## src/rtl/reg_write_ctrl_pkg.sv

```systemverilog
// rtl/reg_write_ctrl_pkg.sv - register map indices, FSM states and address rule
package reg_write_ctrl_pkg;

  localparam int DATA_W = 64;
  localparam int ADDR_W = 16;
  localparam int NUM_R  = 10;
  localparam int NUM_I  = 10;

  // Register indices as 5-bit values so they compare directly against s_addr[7:3]
  localparam logic [4:0] R_LAST        = 5'd9;
  localparam logic [4:0] I_BASE        = 5'd10;
  localparam logic [4:0] I_LAST        = 5'd19;
  localparam logic [4:0] IDX_OP_START  = 5'd20;
  localparam logic [4:0] IDX_INT_MASK  = 5'd21;
  localparam logic [4:0] IDX_INTERRUPT = 5'd22;

  typedef enum logic [1:0] {
    ST_IDLE = 2'b00,
    ST_RUN  = 2'b01,
    ST_DONE = 2'b10
  } state_e;

  // A bus address maps to a register only if it is in the low page, 8-byte aligned and in range
  function automatic logic addr_valid(input logic [ADDR_W-1:0] addr);
    return (addr[15:8] == 8'd0) && (addr[2:0] == 3'd0) && (addr[7:3] <= IDX_INTERRUPT);
  endfunction

endpackage

```

## src/rtl/reg_write_ctrl_op_ctrl_fsm.sv

```systemverilog
// rtl/reg_write_ctrl_op_ctrl_fsm.sv - start/run/done sequencer with accept and clear qualifiers
module op_ctrl_fsm
  import reg_write_ctrl_pkg::*;
(
  input  logic clk,
  input  logic reset,
  input  logic start_req,
  input  logic clr_req,
  input  logic core_done,
  output logic start_acc,
  output logic done_acc,
  output logic int_clr,
  output logic op_start,
  output logic busy
);

  state_e state;

  // A start is only taken outside RUN, so a start racing core_done in RUN is dropped
  assign start_acc = start_req && (state == ST_IDLE || state == ST_DONE);
  assign done_acc  = core_done && (state == ST_RUN);
  // The interrupt set from core_done has priority over a same-cycle clear
  assign int_clr   = clr_req && !done_acc;

  // State register plus registered op_start pulse and busy flag
  always_ff @(posedge clk) begin
    if (reset) begin
      state    <= ST_IDLE;
      op_start <= 1'b0;
      busy     <= 1'b0;
    end else begin
      op_start <= start_acc;
      busy     <= start_acc || (state == ST_RUN && !core_done);
      case (state)
        ST_IDLE: if (start_acc) state <= ST_RUN;
        ST_RUN:  if (core_done) state <= ST_DONE;
        ST_DONE: begin
          if (start_acc)    state <= ST_RUN;
          else if (clr_req) state <= ST_IDLE;
        end
        default: state <= ST_IDLE;
      endcase
    end
  end

endmodule

```

## src/rtl/reg_write_ctrl.sv

```systemverilog
// rtl/reg_write_ctrl.sv - write-side register file, address decode and operation control
module reg_write_ctrl
  import reg_write_ctrl_pkg::*;
(
  input  logic              clk,
  input  logic              reset,
  input  logic              s_sel,
  input  logic              s_wr,
  input  logic [ADDR_W-1:0] s_addr,
  input  logic [DATA_W-1:0] s_din,
  input  logic              res_we,
  input  logic [3:0]        res_idx,
  input  logic [DATA_W-1:0] res_data,
  input  logic              core_done,
  output logic              op_start,
  output logic              busy,
  output logic              irq,
  output logic [DATA_W-1:0] from_reg0,
  output logic [DATA_W-1:0] from_reg1,
  output logic [DATA_W-1:0] from_reg2,
  output logic [DATA_W-1:0] from_reg3,
  output logic [DATA_W-1:0] from_reg4,
  output logic [DATA_W-1:0] from_reg5,
  output logic [DATA_W-1:0] from_reg6,
  output logic [DATA_W-1:0] from_reg7,
  output logic [DATA_W-1:0] from_reg8,
  output logic [DATA_W-1:0] from_reg9,
  output logic [DATA_W-1:0] from_reg10,
  output logic [DATA_W-1:0] from_reg11,
  output logic [DATA_W-1:0] from_reg12,
  output logic [DATA_W-1:0] from_reg13,
  output logic [DATA_W-1:0] from_reg14,
  output logic [DATA_W-1:0] from_reg15,
  output logic [DATA_W-1:0] from_reg16,
  output logic [DATA_W-1:0] from_reg17,
  output logic [DATA_W-1:0] from_reg18,
  output logic [DATA_W-1:0] from_reg19,
  output logic [DATA_W-1:0] from_reg20,
  output logic [DATA_W-1:0] from_reg21,
  output logic [DATA_W-1:0] from_reg22
);

  // Result (0..9) and operand (10..19) registers share one array; control bits live apart
  logic [DATA_W-1:0] data_q [0:NUM_R+NUM_I-1];
  logic              op_start_bit;
  logic              int_mask_bit;
  logic              int_bit;

  logic       bus_wr;
  logic [4:0] wr_idx;
  logic       start_acc;
  logic       done_acc;
  logic       int_clr;

  assign wr_idx = s_addr[7:3];
  assign bus_wr = s_sel && s_wr && addr_valid(s_addr);

  op_ctrl_fsm u_fsm (
    .clk       (clk),
    .reset     (reset),
    .start_req (bus_wr && wr_idx == IDX_OP_START && s_din[0]),
    .clr_req   (bus_wr && wr_idx == IDX_INTERRUPT && s_din[0]),
    .core_done (core_done),
    .start_acc (start_acc),
    .done_acc  (done_acc),
    .int_clr   (int_clr),
    .op_start  (op_start),
    .busy      (busy)
  );

  // Core writes results, bus writes operands; the index ranges never overlap
  always_ff @(posedge clk) begin
    if (reset) begin
      for (int i = 0; i < NUM_R + NUM_I; i++) data_q[i] <= '0;
    end else begin
      if (res_we && {1'b0, res_idx} <= R_LAST) data_q[{1'b0, res_idx}] <= res_data;
      if (bus_wr && wr_idx >= I_BASE && wr_idx <= I_LAST) data_q[wr_idx] <= s_din;
    end
  end

  // Control bits: mask is plain storage, start/interrupt follow the FSM qualifiers
  always_ff @(posedge clk) begin
    if (reset) begin
      op_start_bit <= 1'b0;
      int_mask_bit <= 1'b0;
      int_bit      <= 1'b0;
    end else begin
      if (bus_wr && wr_idx == IDX_INT_MASK) int_mask_bit <= s_din[0];
      if (done_acc) begin
        int_bit      <= 1'b1;
        op_start_bit <= 1'b0;
      end else if (start_acc) begin
        op_start_bit <= 1'b1;
        int_bit      <= 1'b0;
      end else if (int_clr) begin
        int_bit      <= 1'b0;
      end
    end
  end

  assign irq = int_bit && int_mask_bit;

  assign from_reg0  = data_q[0];
  assign from_reg1  = data_q[1];
  assign from_reg2  = data_q[2];
  assign from_reg3  = data_q[3];
  assign from_reg4  = data_q[4];
  assign from_reg5  = data_q[5];
  assign from_reg6  = data_q[6];
  assign from_reg7  = data_q[7];
  assign from_reg8  = data_q[8];
  assign from_reg9  = data_q[9];
  assign from_reg10 = data_q[10];
  assign from_reg11 = data_q[11];
  assign from_reg12 = data_q[12];
  assign from_reg13 = data_q[13];
  assign from_reg14 = data_q[14];
  assign from_reg15 = data_q[15];
  assign from_reg16 = data_q[16];
  assign from_reg17 = data_q[17];
  assign from_reg18 = data_q[18];
  assign from_reg19 = data_q[19];
  assign from_reg20 = {{(DATA_W-1){1'b0}}, op_start_bit};
  assign from_reg21 = {{(DATA_W-1){1'b0}}, int_mask_bit};
  assign from_reg22 = {{(DATA_W-1){1'b0}}, int_bit};

endmodule

```

## config.mk

```make
export PLATFORM = sky130hd
export DESIGN_NAME = reg_write_ctrl
export DESIGN_NICKNAME = d
export VERILOG_FILES = /design/src/rtl/reg_write_ctrl_pkg.sv /design/src/rtl/reg_write_ctrl_op_ctrl_fsm.sv /design/src/rtl/reg_write_ctrl.sv
export SDC_FILE = /design/constraint.sdc
export NUM_CORES = 1
export LEC_CHECK = 0
export CAP_MARGIN = 30
export CELL_PAD_IN_SITES_DETAIL_PLACEMENT = 0
export CELL_PAD_IN_SITES_GLOBAL_PLACEMENT = 1
export CORE_AREA = 2 2 638 640
export DETAILED_ROUTE_END_ITERATION = 8
export DIE_AREA = 0 0 640 642
export PLACE_DENSITY_LB_ADDON = 0.05
export SLEW_MARGIN = 15
export SYNTH_ARGS = -nofsm -noshare
export SYNTH_HDL_FRONTEND = slang
export SYNTH_SLANG_ARGS = --single-unit
```

## constraint.sdc

```tcl
create_clock -name clk -period 4.8 [get_ports clk]
set_input_delay 0.72 -clock clk [delete_from_list [all_inputs] [get_ports clk]]
set_output_delay 0.72 -clock clk [all_outputs]
set_load 0.05 [all_outputs]
```

==> metrics.md <==
| Metric | Value |
|---|---|
| Setup TNS | `0 ps` |
| GP Congestion | `0.702` |
| Hpwl dp | `218000 µm` |
| Worst Setup Path Type | `input port to flop` |
| Unrepaired setup endpoints after global routing | `false` |
| Sink Count | `1287` |
| Die area | `0.411 mm²` |
| Layout Nets | `4717` |
| Core ar. | `0.404 mm²` |
| Post-CTS setup buffers | `0` |
| VDD IR max | `0.252 mV` |
| Final critical-path required period | `3460 ps` |
| Worst rel slew slack | `34.8%` |
| CP required | `5310 ps` |
| Fin crit share | `72.1%` |
| Post-Syn Area | `0.0493 mm²` |
| Total Routing Usage GR | `14.4%` |
| First DRT Iteration DRCs | `1818` |
| Initial antenna violation count | `79` |
| Status | `finished clean` |
| Max-cap violations | `0` |
| Layout cells sized above 1 | `7.94%` |
| Layout Cells excl Fill | `10200` |
| CP max stage cell | `nor4_4` |
| IO Port Bufs | `1439` |
| Placed cell count | `9798` |
| Leak | `25.9 nW` |
| Via count | `30100` |
| Fillcell total | `43500` |
| Vias per inst | `2.96` |
| Routed Antenna Nets | `0` |
| Hold_buf cts | `0` |
| Clk_skew | `2.21 ps` |
| Initial Util | `12.2%` |
| Design Power | `0.0317 W` |
| Drt first pass iters | `5` |
| Post-DR wirelength/cell | `30.0 µm` |
| Ys Warns | `0` |
| Register area | `0.0386 mm²` |
| Worst-Margin Slew | `975 ps` |
| WL final | `305000 µm` |
| Layout Utilization | `18.8%` |
| Endpoints failing setup | `0` |
| FF+latch count, synth | `1287` |
| Hold Crit Class | `input port to flop` |
| FMAX | `289 MHz` |
| CTS tree | `yes` |
| CTS max path bufs | `4` |
| Distinct cells, synth | `38` |
| Avg Inst Size Synth | `16.5 µm²` |
| Synth area leaders | `edfxtp_1 (78%), and2_1 (16%), buf_4 (3.0%)` |
| Largest net degree at the start of global routing | `65` |
| I/O pins | `1629` |
| Post-cts resize count | `0` |
| Worst path top cell family by delay | `simple AND/OR/NAND/NOR gates` |
| Critical Path Max Stage Delay | `770 ps` |
| Area of the multi-input gates | `0.00952 mm²` |
| Post-synth top area share | `78.0%` |
| Die height | `642 µm` |
| Post-Synthesis Cells | `2983` |
| Crit-path max FO | `21` |
| Area delta synth->final | `54.6%` |
| Max Slew Vio Count | `0` |
| Seq/Total Area, Yosys | `78.3%` |
| CP Capture Type | `flop` |
| Die W | `640 µm` |
| Most frequent cells in the layout | `clkdlybuf4s50_1 (1436), edfxtp_1 (1280), and2_1 (1273)` |
| Crit path DAT | `3970 ps` |
| PwrDens | `416 mW/mm²` |
| Worst hold slack | `461 ps` |
| CTS Root Cell | `clkbuf_16` |
| Fin. Hold Viols | `0` |
| First-pass GRT wire length | `382000 µm` |
| Number of remaining DRC errors | `0` |
| Clk_lat worst skew | `850 ps` |
| Cell Rows | `234` |
| CP Launch Type | `input port` |
| Clk slew on worst S/H paths | `60 ps` |
| Vias in the first global route | `31100` |
| GR Overflow Total | `0` |
| Crit-path cells | `clkdlybuf4s50_1, nor4_4, nand4b_4, nor3_4, or2_4, buf_4` |
| H-tree levels | `4` |
| Buf+Inv Stages, Crit Path | `2` |
| Yosys top cell by area | `edfxtp_1` |
| Total CTS buffers | `191` |
| Most common cell after layout, fill and taps aside | `clkdlybuf4s50_1` |
==> worst register-to-register path, delay by kind of cell (launching register included) <==
| kind | cells | cell delay (ps) |
|---|---|---|
| AND/OR/NAND/NOR | 2 | 920 |
| AO/OA/AOI/OAI | 1 | 220 |
| flip-flops | 1 | 350 |
==> power breakdown <==
group,leakage (nW),total (W),switching (W),internal [W]
registers,12.2,0.0131,0.000177,0.0129
clock network,2.74,0.0134,0.00587,0.00753
logic,11.0,0.00518,0.00400,0.00117
total,25.9,0.0317,0.0100,0.0216
==> stage by stage <==
| stage | area [µm²] | setup slack, ps |
|---|---|---|
| finish | 76200 | 1340 |
| global route | 76100 | 1220 |
| CTS | 76100 | 1190 |
| detailed placement | 70500 | 228 |
| global placement | 70300 | 269 |
| floorplan | 50000 | 1760 |
==> routing by layer <==
metal  GRT usage, %  vias to the layer above  wire length (µm)
met3           8.18                      300             39500
met4           3.38                       10              6990
met1           14.3                    15200            103000
met2           25.6                     1353            155000
li1               -                    13300                 -
met5              0                        -                58
==> kinds of logic (layout without fill, tap and decap cells) <==
logic type      count (synthesis)  in the layout  share of synthesized area (%)
compound gates                  9              9                          0.114
other cells                     1            226                        0.00761
simple gates                 1353           1353                           17.5
flops                        1287           1287                           78.3
buf+inv                       333           1873                           4.14
==> Yosys cell counts <==
| library cell | number |
|---|---|
| nor4_1 | 6 |
| edfxtp_1 | 1280 |
| nand3b_1 | 2 |
| nand4b_4 | 1 |
| buf_4 | 194 |
| buf_2 | 2 |
| or3b_2 | 2 |
| a31oi_1 | 1 |
| nor2b_1 | 1 |
| buf_6 | 1 |
| or4_1 | 2 |
| o41ai_1 | 2 |
| or2_2 | 20 |
| nand3_4 | 1 |
| inv_1 | 2 |
| nand4bb_1 | 1 |
| and2_1 | 1273 |
| nor2_1 | 8 |
| nor3b_2 | 1 |
| nand3_1 | 2 |
| or3_1 | 1 |
| nand2_1 | 6 |
| nor3_1 | 5 |
| nor3_4 | 5 |
| o31ai_1 | 1 |
| and4bb_2 | 1 |
| nor3b_1 | 1 |
| a21oi_1 | 5 |
| nor2_2 | 1 |
| clkbuf_1 | 92 |
| nand3b_4 | 1 |
| conb_1 | 1 |
| nor4_4 | 4 |
| nor4b_1 | 1 |
| clkbuf_2 | 42 |
| nand2b_1 | 5 |
| dfxtp_1 | 7 |
| nor4_2 | 2 |
==> layout make-up <==
type,instances,share of cell area (%)
clock inverters,97,0.762
well taps,5428,8.91
flip-flops and latches,1287,50.6
clock buffers,244,6.62
inverters,2,0.00985
multi-input cells,1551,12.5
repair buffers,1530,20.4
diodes,37,0.122
==> worst paths after layout <==
check                  from              to  slack, ps  cells past startpoint
max              s_addr[10]  data_q[11][26]       1340                      6
max reg2reg  u_fsm.state[0]      u_fsm.busy       3240                      3
min            res_data[63]   data_q[7][63]        460                      2
min reg2reg    op_start_bit    op_start_bit        480                      2
==> state kept, by name, summed over array words and instances, names as in the netlist <==
signal and count:
u_fsm.busy 1, data_q 1280, int_bit 1, u_fsm.op_start 1, op_start_bit 1, u_fsm.state 2, int_mask_bit 1
Note: power is estimated with default switching activity, not from simulation.
